## config.mk

```make
export PLATFORM = sky130hd
export DESIGN_NAME = serial_add_sequencer
export DESIGN_NICKNAME = d
export VERILOG_FILES = /design/src/rtl/add_seq_pkg.sv /design/src/rtl/nibble_adder_slice.sv /design/src/rtl/serial_add_sequencer.sv
export SDC_FILE = /design/constraint.sdc
export NUM_CORES = 1
export LEC_CHECK = 0
export BUFFER_PORTS_ARGS = -buffer_cell sky130_fd_sc_hd__buf_2
export CAP_MARGIN = 10
export CORE_ASPECT_RATIO = 0.9
export CORE_MARGIN = 2
export CORE_UTILIZATION = 60
export CTS_CLUSTER_SIZE = 30
export DETAILED_ROUTE_END_ITERATION = 10
export GPL_TIMING_DRIVEN = 0
export PLACE_DENSITY = 0.86
export SKIP_LAST_GASP = 1
export SLEW_MARGIN = 0
export SYNTH_ARGS = -nofsm -noshare
export SYNTH_HDL_FRONTEND = slang
export SYNTH_SLANG_ARGS = --single-unit
```

## constraint.sdc

```tcl
create_clock -name clk -period 8.1 [get_ports clk]
set_input_delay 0 -clock clk [delete_from_list [all_inputs] [get_ports clk]]
set_output_delay 0 -clock clk [all_outputs]
set_load 0.005 [all_outputs]
```

## src/rtl/add_seq_pkg.sv

```systemverilog
// Shared types and constants for the nibble-serial add/subtract sequencer.
package add_seq_pkg;

  localparam int unsigned NIBBLE_W      = 4;
  localparam int unsigned DEFAULT_WIDTH = 32;

  typedef enum logic [1:0] {
    IDLE = 2'd0,
    RUN  = 2'd1,
    DONE = 2'd2
  } state_e;

endpackage : add_seq_pkg

```

## src/rtl/nibble_adder_slice.sv

```systemverilog
// Combinational 4-bit adder slice with carry in/out, reused every RUN cycle.
module nibble_adder_slice
  import add_seq_pkg::*;
(
  input  logic [NIBBLE_W-1:0] a_i,
  input  logic [NIBBLE_W-1:0] b_i,
  input  logic                cin_i,
  output logic [NIBBLE_W-1:0] sum_o,
  output logic                cout_o
);

  logic [NIBBLE_W:0] total_c;

  // Widen all terms so the carry lands in the top bit.
  always_comb begin
    total_c = (NIBBLE_W+1)'(a_i) + (NIBBLE_W+1)'(b_i) + (NIBBLE_W+1)'(cin_i);
  end

  assign sum_o  = total_c[NIBBLE_W-1:0];
  assign cout_o = total_c[NIBBLE_W];

endmodule : nibble_adder_slice

```

## src/rtl/serial_add_sequencer.sv

```systemverilog
// Nibble-serial WIDTH-bit add/subtract with valid/ready handshakes on both sides.
module serial_add_sequencer
  import add_seq_pkg::*;
#(
  parameter int unsigned WIDTH = DEFAULT_WIDTH
) (
  input  logic             clk,
  input  logic             rst_n,
  input  logic             in_valid,
  output logic             in_ready,
  input  logic [WIDTH-1:0] in_a,
  input  logic [WIDTH-1:0] in_b,
  input  logic             in_sub,
  output logic             out_valid,
  input  logic             out_ready,
  output logic [WIDTH-1:0] out_sum,
  output logic             out_carry,
  output logic             out_ovf,
  output logic             out_zero
);

  localparam int unsigned NIBBLES  = WIDTH / NIBBLE_W;
  localparam int unsigned IDX_W    = (NIBBLES > 1) ? $clog2(NIBBLES) : 1;
  localparam int unsigned LAST_IDX = NIBBLES - 1;

  // Elaboration guard: the datapath only works on whole nibbles.
  if ((WIDTH == 0) || ((WIDTH % NIBBLE_W) != 0)) begin : g_bad_width
    $error("serial_add_sequencer: WIDTH must be a non-zero multiple of 4");
  end

  state_e             state_q, state_d;
  logic [WIDTH-1:0]   a_q, a_d;
  logic [WIDTH-1:0]   b_q, b_d;          // B already inverted for subtract
  logic               carry_q, carry_d;
  logic [IDX_W-1:0]   k_q, k_d;
  logic [WIDTH-1:0]   sum_q, sum_d;
  logic               cout_q, cout_d;
  logic               ovf_q, ovf_d;
  logic               zero_q, zero_d;
  logic               in_ready_q, in_ready_d;
  logic               out_valid_q, out_valid_d;

  logic                accept_c;
  logic                last_c;
  logic [NIBBLE_W-1:0] slice_a_c;
  logic [NIBBLE_W-1:0] slice_b_c;
  logic [NIBBLE_W-1:0] slice_sum_c;
  logic                slice_cout_c;
  logic [WIDTH-1:0]    sum_next_c;

  assign accept_c = in_valid && (state_q == IDLE);
  assign last_c   = (k_q == IDX_W'(LAST_IDX));

  // Select the active nibble of each operand.
  always_comb begin
    slice_a_c = '0;
    slice_b_c = '0;
    for (int unsigned i = 0; i < NIBBLES; i++) begin
      if (k_q == IDX_W'(i)) begin
        slice_a_c = a_q[i*NIBBLE_W +: NIBBLE_W];
        slice_b_c = b_q[i*NIBBLE_W +: NIBBLE_W];
      end
    end
  end

  nibble_adder_slice u_slice (
    .a_i    (slice_a_c),
    .b_i    (slice_b_c),
    .cin_i  (carry_q),
    .sum_o  (slice_sum_c),
    .cout_o (slice_cout_c)
  );

  // Merge the slice result into the active nibble of the partial sum.
  always_comb begin
    sum_next_c = sum_q;
    for (int unsigned i = 0; i < NIBBLES; i++) begin
      if (k_q == IDX_W'(i)) begin
        sum_next_c[i*NIBBLE_W +: NIBBLE_W] = slice_sum_c;
      end
    end
  end

  // State register.
  always_ff @(posedge clk or negedge rst_n) begin
    if (!rst_n) begin
      state_q <= IDLE;
    end else begin
      state_q <= state_d;
    end
  end

  // Next-state logic; a result pop always returns to IDLE before a new accept.
  always_comb begin
    state_d = state_q;
    case (state_q)
      IDLE:    if (accept_c)  state_d = RUN;
      RUN:     if (last_c)    state_d = DONE;
      DONE:    if (out_ready) state_d = IDLE;
      default:                state_d = IDLE;
    endcase
  end

  // Output and datapath next values; handshake flags follow the next state.
  always_comb begin
    a_d         = a_q;
    b_d         = b_q;
    carry_d     = carry_q;
    k_d         = k_q;
    sum_d       = sum_q;
    cout_d      = cout_q;
    ovf_d       = ovf_q;
    zero_d      = zero_q;
    in_ready_d  = (state_d == IDLE);
    out_valid_d = (state_d == DONE);
    case (state_q)
      IDLE: begin
        if (accept_c) begin
          a_d     = in_a;
          b_d     = in_sub ? ~in_b : in_b;
          carry_d = in_sub;
          k_d     = '0;
        end
      end
      RUN: begin
        sum_d   = sum_next_c;
        carry_d = slice_cout_c;
        if (last_c) begin
          cout_d = slice_cout_c;
          ovf_d  = (a_q[WIDTH-1] == b_q[WIDTH-1]) &&
                   (slice_sum_c[NIBBLE_W-1] != a_q[WIDTH-1]);
          zero_d = (sum_next_c == '0);
        end else begin
          k_d = k_q + IDX_W'(1);
        end
      end
      default: ;
    endcase
  end

  // Handshake output registers.
  always_ff @(posedge clk or negedge rst_n) begin
    if (!rst_n) begin
      in_ready_q  <= 1'b1;
      out_valid_q <= 1'b0;
    end else begin
      in_ready_q  <= in_ready_d;
      out_valid_q <= out_valid_d;
    end
  end

  // Operand, carry, index and result registers.
  always_ff @(posedge clk or negedge rst_n) begin
    if (!rst_n) begin
      a_q     <= '0;
      b_q     <= '0;
      carry_q <= 1'b0;
      k_q     <= '0;
      sum_q   <= '0;
      cout_q  <= 1'b0;
      ovf_q   <= 1'b0;
      zero_q  <= 1'b0;
    end else begin
      a_q     <= a_d;
      b_q     <= b_d;
      carry_q <= carry_d;
      k_q     <= k_d;
      sum_q   <= sum_d;
      cout_q  <= cout_d;
      ovf_q   <= ovf_d;
      zero_q  <= zero_d;
    end
  end

  assign in_ready  = in_ready_q;
  assign out_valid = out_valid_q;
  assign out_sum   = sum_q;
  assign out_carry = cout_q;
  assign out_ovf   = ovf_q;
  assign out_zero  = zero_q;

endmodule : serial_add_sequencer

```

==> results of run 1 <==
-- sequential cells by signal, summed over array words and instances (netlist names) --
signal     flops
out_carry      1
out_zero       1
state_q        2
out_valid      1
k_q            3
in_ready       1
carry_q        1
out_ovf        1
a_q           32
out_sum       32
b_q           32
-- area by class of cell --
cell class | instances | area, µm² | share of cell area (%)
inverter | 13 | 48.80 | 0.6983
sequential | 107 | 2679 | 38.33
timing repair buffer | 171 | 1211 | 17.33
buffer | 35 | 180.2 | 2.578
multi-input combinational | 400 | 2491 | 35.65
tap | 119 | 148.9 | 2.131
clock buffer | 9 | 123.9 | 1.773
clock inverter | 7 | 105.1 | 1.504
-- stage by stage --
step / power (mW) / hold slack (ns) / cell area, µm² / worst slack [ns]
finish: 3.158 / 0.1714 / 6988 / 3.551
global placement: 2.613 / 0.2167 / 6068 / 3.870
global route: 3.372 / 0.2142 / 6988 / 3.454
floorplan: 2.125 / -0.2956 / 5399 / 4.450
detailed placement: 2.698 / 0.03399 / 6098 / 3.833
CTS: 3.101 / 0.1467 / 6988 / 3.736
-- worst min-delay path, cell delays in order --
cell	delay, ns
clkbuf_1	0.18
xor2_1	0.19
nand2_1	0.06
o21ai_0	0.07
-- final timing paths --
check	startpoint	end	slack, ns
worst min-delay path	in_sub	b_q[8]$_DFFE_PN0P_	0.17
max in group asynchronous	rst_n	in_ready$_DFF_PN1_	7.17
worst max-delay path	k_q[2]$_DFFE_PN0P_	out_zero$_DFFE_PN0P_	3.55
worst max register to register	k_q[2]$_DFFE_PN0P_	out_zero$_DFFE_PN0P_	3.55
worst min register to register	out_sum[30]$_DFFE_PN0P_	out_sum[30]$_DFFE_PN0P_	0.50
min in group asynchronous	rst_n	b_q[6]$_DFFE_PN0P_	0.18
-- per-layer routing --
layer | routed length (µm) | share of wire [%] | vias up | global-route usage (%)
met1 | 6203 | 40 | 2495 | 42.49
met4 | 306 | 2.0 | 0 | 10.36
met3 | 1219 | 7.8 | 31 | 6.172
met5 | 0 | 0 | - | 0
li1 | - | - | 2296 | -
met2 | 7863 | 50 | 264 | 58.72
-- power by group --
part           internal, mW  switching [mW]
Clock                 0.180           0.193
Sequential            0.793           0.188
Combinational         0.712            1.09
-- kinds of logic (layout without fill, tap and decap cells) --
family	Yosys count	count (layout)	synth area share [%]
simple gates	166	166	13.47
compound gates	159	159	18.05
flops	107	107	49.62
buf+inv	48	235	4.241
xor+xnor	33	33	5.353
mux	31	31	6.443
fa+ha+maj	11	11	2.827
-- cell usage after synthesis, types with 3 or more instances --
cell         n
xor2_1       4
a221oi_1     6
a21oi_1     45
nand3_1      4
nor2b_1      8
nor2_1      46
o22ai_1      9
dfrtp_1    106
o21ai_0     55
clkbuf_1    21
ha_1         9
nor4_1       5
nand2b_1     7
a211o_1      6
o2111ai_1    8
mux2_2      30
buf_2        5
buf_1        4
inv_1       13
clkbuf_8     3
xnor2_1     29
o21a_1       8
nand2_1     82
-- repair_timing --
item	in CTS	in global routing
hold buffers	66	0
setup buffers	0	0
gates resized for setup	0	0
endpoints found under the hold margin	110	0
==> impl_metrics.py, run 1 <==
metrics = {
    "global_route": {
        "grt-ovfl-total": 0,
        "grt_max_degree": 65,
        "first_global_vias": 5138,
        "global_route.usage.total_pct": 33.41,
        "grt_antenna_before_repair": 0,
        "first_pass_grt_wire_length_um": 25540,
    },
    "sta": {
        "min_period_ns": 4.549,
        "timing.max_slew.rel_slack_pct": 41.25,
        "hold_viol": 0,
        "drv_slew": 0,
        "tightest_pin_transition_ns": 0.8750,
        "clock.fmax_mhz": 219.8,
        "finalCritPeriodShare_pct": 56.17,
        "final.setup_skew_ns": 0.01146,
        "grt_setup_unrepaired": "no",
        "finalSetupViolCount": 0,
        "total_negative_setup_slacks_ns": 0,
    },
    "setup_path": {
        "critical_path.cell_chain": "buf_6, clkbuf_8, inv_1, ha_1, clkbuf_8, clkbuf_1, a21oi_1, a21oi_1, o21ai_0, fa_1, inv_1, fa_1, a2111oi_0, o2111ai_1, nor4_1, a32o_1",
        "path_max_fanout": 10,
        "critPathRequiredTime_ns": 8.41,
        "critPathTopFamily": "compound AO/OA/AOI/OAI gates",
        "timing.critical_path.arrival_ns": 4.86,
        "timing.critical_path.depth": 16,
        "worst-path-buf-inv": 6,
        "critical-path-slowest-cell": "clkbuf_1",
        "worstSetupPathType": "register to register",
        "end_kind": "register",
        "critical_path.startpoint_type": "register",
        "reg2reg_depth": 16,
        "cpPeakStageDelay_ns": 0.48,
    },
    "floorplan": {
        "core_area_um2": 8648,
        "ioPinCount": 106,
        "chipWidth_um": 104.0,
        "std_cell_rows": 32,
        "design.die.area_um2": 9774,
        "initial_core_util_pct": 62.43,
        "die_h_um": 93.99,
    },
    "cells_and_area": {
        "fin_cells": 861,
        "fillCellCount": 553,
        "final_net_count": 817,
        "mostFrequentLayoutCells": "buf_2 (108), dfrtp_1 (106), nand2_1 (82)",
        "area_growth_syn_to_layout_pct": 29.43,
        "layout_commonest_cell": "buf_2",
        "drive_gt1_share_pct": 22.78,
        "finish.utilization_pct": 80.80,
        "antenna_fix_cells": 0,
    },
    "yosys": {
        "mappedNetlistNets": 635,
        "cell_area_after_technology_mapping_um2": 5399,
        "synth-seq-cells": 107,
        "synth-async-reset-ratio_pct": 100.0,
        "synthesis.instances": 555,
        "syn_area_per_cell_um2": 9.728,
        "postSynth.topFlopCell": "dfrtp_1",
        "largest_cells_by_area_after_synthesis": "dfrtp_1 (49%), mux2_2 (6.3%), nand2_1 (5.7%)",
        "synth_edf_count": 0,
        "ys.warnings.count": 0,
        "synth_area_leader_cell": "dfrtp_1",
        "seq_area_frac_synth_pct": 49.62,
        "synth_top_area_share_pct": 49.13,
        "yosysUniqueCellTypes": 56,
    },
    "place": {
        "detailedPlacementHpwl_um": 10350,
        "portBuffers": 104,
        "place.detailed.instances": 779,
        "gpl.final_weighted_congestion": 0.9047,
    },
    "run_status": {
        "status": "completed",
    },
    "min_path": {
        "hold_class": "input pin to register",
        "timing.hold.worst_path_depth": 4,
    },
    "routing": {
        "route.vias.total": 5086,
        "drt_iter0_drc": 503,
        "postRouteWirelength_um": 15590,
        "drt_pass1_iterations": 5,
        "vias_per_cell": 5.907,
        "drcViolationCount": 0,
        "routed_wire_per_std_cell_um": 18.11,
        "drt.antenna.violating_nets": 0,
    },
    "clock_network": {
        "cts_root_buf": "clkbuf_8",
        "clkTransAtPathRegs_ns": 0.10,
        "numCtsBuffers": 9,
        "cts_sinks": 107,
        "clockBufferDepth": 2,
        "clk_latency_ns": 0.37,
        "clock_tree_from_tritoncts": "built",
        "clock_tree.htree_level_count": 3,
    },
    "power_and_ir_drop": {
        "p_leak_nw": 3.097,
        "irDropWorstVdd_uv": 361.1,
        "p_per_area_nw_per_um2": 451.9,
    },
    "flow_run": {
        "max_capacitance_violation_count": 0,
    },
}
Note: power is estimated with default switching activity, not from simulation.
==> inputs of run 2 (changes only) <==
--- a/config.mk
+++ b/config.mk
@@ -9,11 +9,11 @@
 export CAP_MARGIN = 10
 export CORE_ASPECT_RATIO = 0.9
 export CORE_MARGIN = 2
-export CORE_UTILIZATION = 60
+export CORE_UTILIZATION = 50
 export CTS_CLUSTER_SIZE = 30
 export DETAILED_ROUTE_END_ITERATION = 10
 export GPL_TIMING_DRIVEN = 0
-export PLACE_DENSITY = 0.86
+export PLACE_DENSITY = 0.76
 export SKIP_LAST_GASP = 1
 export SLEW_MARGIN = 0
 export SYNTH_ARGS = -nofsm -noshare
==> constraint.sdc (replaced) <==
create_clock -name clk -period 3.75 [get_ports clk]
set_input_delay 0 -clock clk [delete_from_list [all_inputs] [get_ports clk]]
set_output_delay 0 -clock clk [all_outputs]
set_load 0.005 [all_outputs]
==> impl_metrics.py, run 2 (synthesis gave the netlist of run 1 again) <==
metrics = {
    "power_and_ir_drop": {
        "p_total_mw": 7.420,
        "irDropWorstVdd_uv": 611.7,
        "p_per_area_nw_per_um2": 1014,
        "p_leak_nw": 3.215,
    },
    "setup_path": {
        "end_kind": "register",
        "timing.critical_path.arrival_ns": 3.91,
        "worst-path-buf-inv": 3,
        "cpPeakStageDelay_ns": 0.45,
        "worstSetupPathType": "register to register",
        "path_max_fanout": 10,
        "cpMostUsedCell": "o21ai_0",
        "critPathRequiredTime_ns": 3.96,
        "critPathTopFamily": "compound AO/OA/AOI/OAI gates",
        "regToRegSetupSlack_ns": 0.05,
        "critical-path-slowest-cell": "dfrtp_2",
        "critical_path.cell_chain": "buf_4, ha_4, clkbuf_2, a221o_1, a32o_1, o21ai_0, a31oi_1, ha_1, nor3_1, or2_0, clkbuf_1, o21ai_0",
        "critical_path.startpoint_type": "register",
    },
    "routing": {
        "route.vias.total": 4964,
        "drt.antenna.violating_nets": 0,
        "drcViolationCount": 0,
        "drt_iter0_drc": 365,
        "routed_wire_per_std_cell_um": 17.28,
        "drt_pass1_iterations": 5,
        "postRouteWirelength_um": 15210,
        "vias_per_cell": 5.641,
    },
    "clock_network": {
        "clk_latency_ns": 0.35,
        "clockBufferDepth": 2,
        "clock_tree.htree_level_count": 3,
        "clock_tree_from_tritoncts": "built",
        "cts_root_buf": "clkbuf_16",
        "cts_sinks": 107,
        "clkTransAtPathRegs_ns": 0.07,
        "numCtsBuffers": 9,
    },
    "cells_and_area": {
        "drive_gt1_share_pct": 28.10,
        "multi_input_comb_area_um2": 2628,
        "fillCellCount": 737,
        "area_growth_syn_to_layout_pct": 35.55,
        "antenna_fix_cells": 0,
        "layout.cell_area.non_filler_um2": 7318,
        "final_net_count": 826,
        "mostFrequentLayoutCells": "buf_2 (107), dfrtp_1 (104), nand2_1 (81)",
        "layout_commonest_cell": "buf_2",
        "sequential_cell_area_um2": 2681,
        "fin_cells": 880,
    },
    "global_route": {
        "global_route.usage.total_pct": 26.04,
        "first_global_vias": 4865,
        "first_pass_grt_wire_length_um": 23580,
        "grt_max_degree": 63,
        "grt-ovfl-total": 0,
        "grt_antenna_before_repair": 0,
    },
    "place": {
        "place.detailed.instances": 789,
        "portBuffers": 104,
        "detailedPlacementHpwl_um": 10360,
        "gpl.final_weighted_congestion": 0.9175,
        "postPlaceCellArea_um2": 6111,
    },
    "sta": {
        "finalSetupViolCount": 0,
        "final.setup_skew_ns": 0.006213,
        "tightest_pin_transition_ns": 0.7074,
        "drv_slew": 0,
        "timing.max_slew.rel_slack_pct": 52.84,
        "clock.fmax_mhz": 270.1,
        "min_period_ns": 3.702,
        "finalCritPeriodShare_pct": 98.72,
        "hold_viol": 0,
    },
    "floorplan": {
        "std_cell_rows": 35,
        "chipWidth_um": 113.5,
        "design.die.area_um2": 11650,
        "die_h_um": 102.6,
        "core_area_um2": 10380,
        "ioPinCount": 106,
        "initial_core_util_pct": 52.02,
    },
    "flow_run": {
        "max_capacitance_violation_count": 0,
    },
    "min_path": {
        "hold_class": "input pin to register",
    },
    "run_status": {
        "status": "completed",
    },
}
run 2: worst paths after layout:
check                                        startpoint                      end  cells past startpoint
worst max-delay path                 k_q[1]$_DFFE_PN0P_  out_sum[19]$_DFFE_PN0P_                     12
worst min-delay path                             in_sub       b_q[8]$_DFFE_PN0P_                      4
worst max register to register       k_q[1]$_DFFE_PN0P_  out_sum[19]$_DFFE_PN0P_                     12
worst min register to register  out_sum[31]$_DFFE_PN0P_  out_sum[31]$_DFFE_PN0P_                      2
max in group asynchronous                         rst_n       in_ready$_DFF_PN1_                      3
min in group asynchronous                         rst_n      b_q[26]$_DFFE_PN0P_                      2
run 2: routing by layer:
layer	GRT usage (%)	up-vias	wire length [µm]
li1	-	2318	-
met1	34.44	2396	6576
met2	43.71	229	7329
met3	4.821	21	1023
met4	9.287	0	278
met5	0	-	0
run 2: power by group:
part | leakage [nW] | total [mW] | switching, mW | internal [mW]
clock | 0.141 | 0.907 | 0.424 | 0.482
sequential | 1.27 | 2.12 | 0.403 | 1.72
combinational | 1.80 | 4.39 | 2.51 | 1.88
run 2: timing repair:
action / in CTS / in global routing
hold buffers: 66 / 0
hold endpoints to repair: 111 / 0
setup buffers: 5 / 7
pin swaps: 9 / 10
endpoints found under the setup margin: 15 / 10
gates resized for setup: 35 / 26
run 2: worst register-to-register path, stage by stage (launching register included):
cell and delay, ns:
dfrtp_2 0.45, buf_4 0.16, ha_4 0.17, clkbuf_2 0.21, a221o_1 0.31, a32o_1 0.27
o21ai_0 0.38, a31oi_1 0.16, ha_1 0.37, nor3_1 0.39, or2_0 0.17, clkbuf_1 0.36
o21ai_0 0.17
run 2: per-stage QoR:
stage / util, % / hold WS, ns / TNS (ns) / worst slack (ns)
floorplan: - / -0.2956 / 0 / 0.09962
global placement: 58.59 / 0.2226 / -1.039 / -0.5013
detailed placement: 58.88 / 0.05196 / -1.836 / -0.6081
CTS: 69.21 / 0.1524 / 0 / 0.01295
global route: 70.51 / 0.2298 / -0.6280 / -0.1045
finish: 70.51 / 0.1790 / 0 / 0.04814
run 2: cell type report:
type                       instances  area share, %
clock buffer                      11          3.454
multi-input combinational        400          35.90
tap                              129          2.206
clock inverter                     5         0.3761
sequential                       107          36.64
inverter                          13         0.7010
buffer                            32          2.941
timing repair buffer             183          17.78
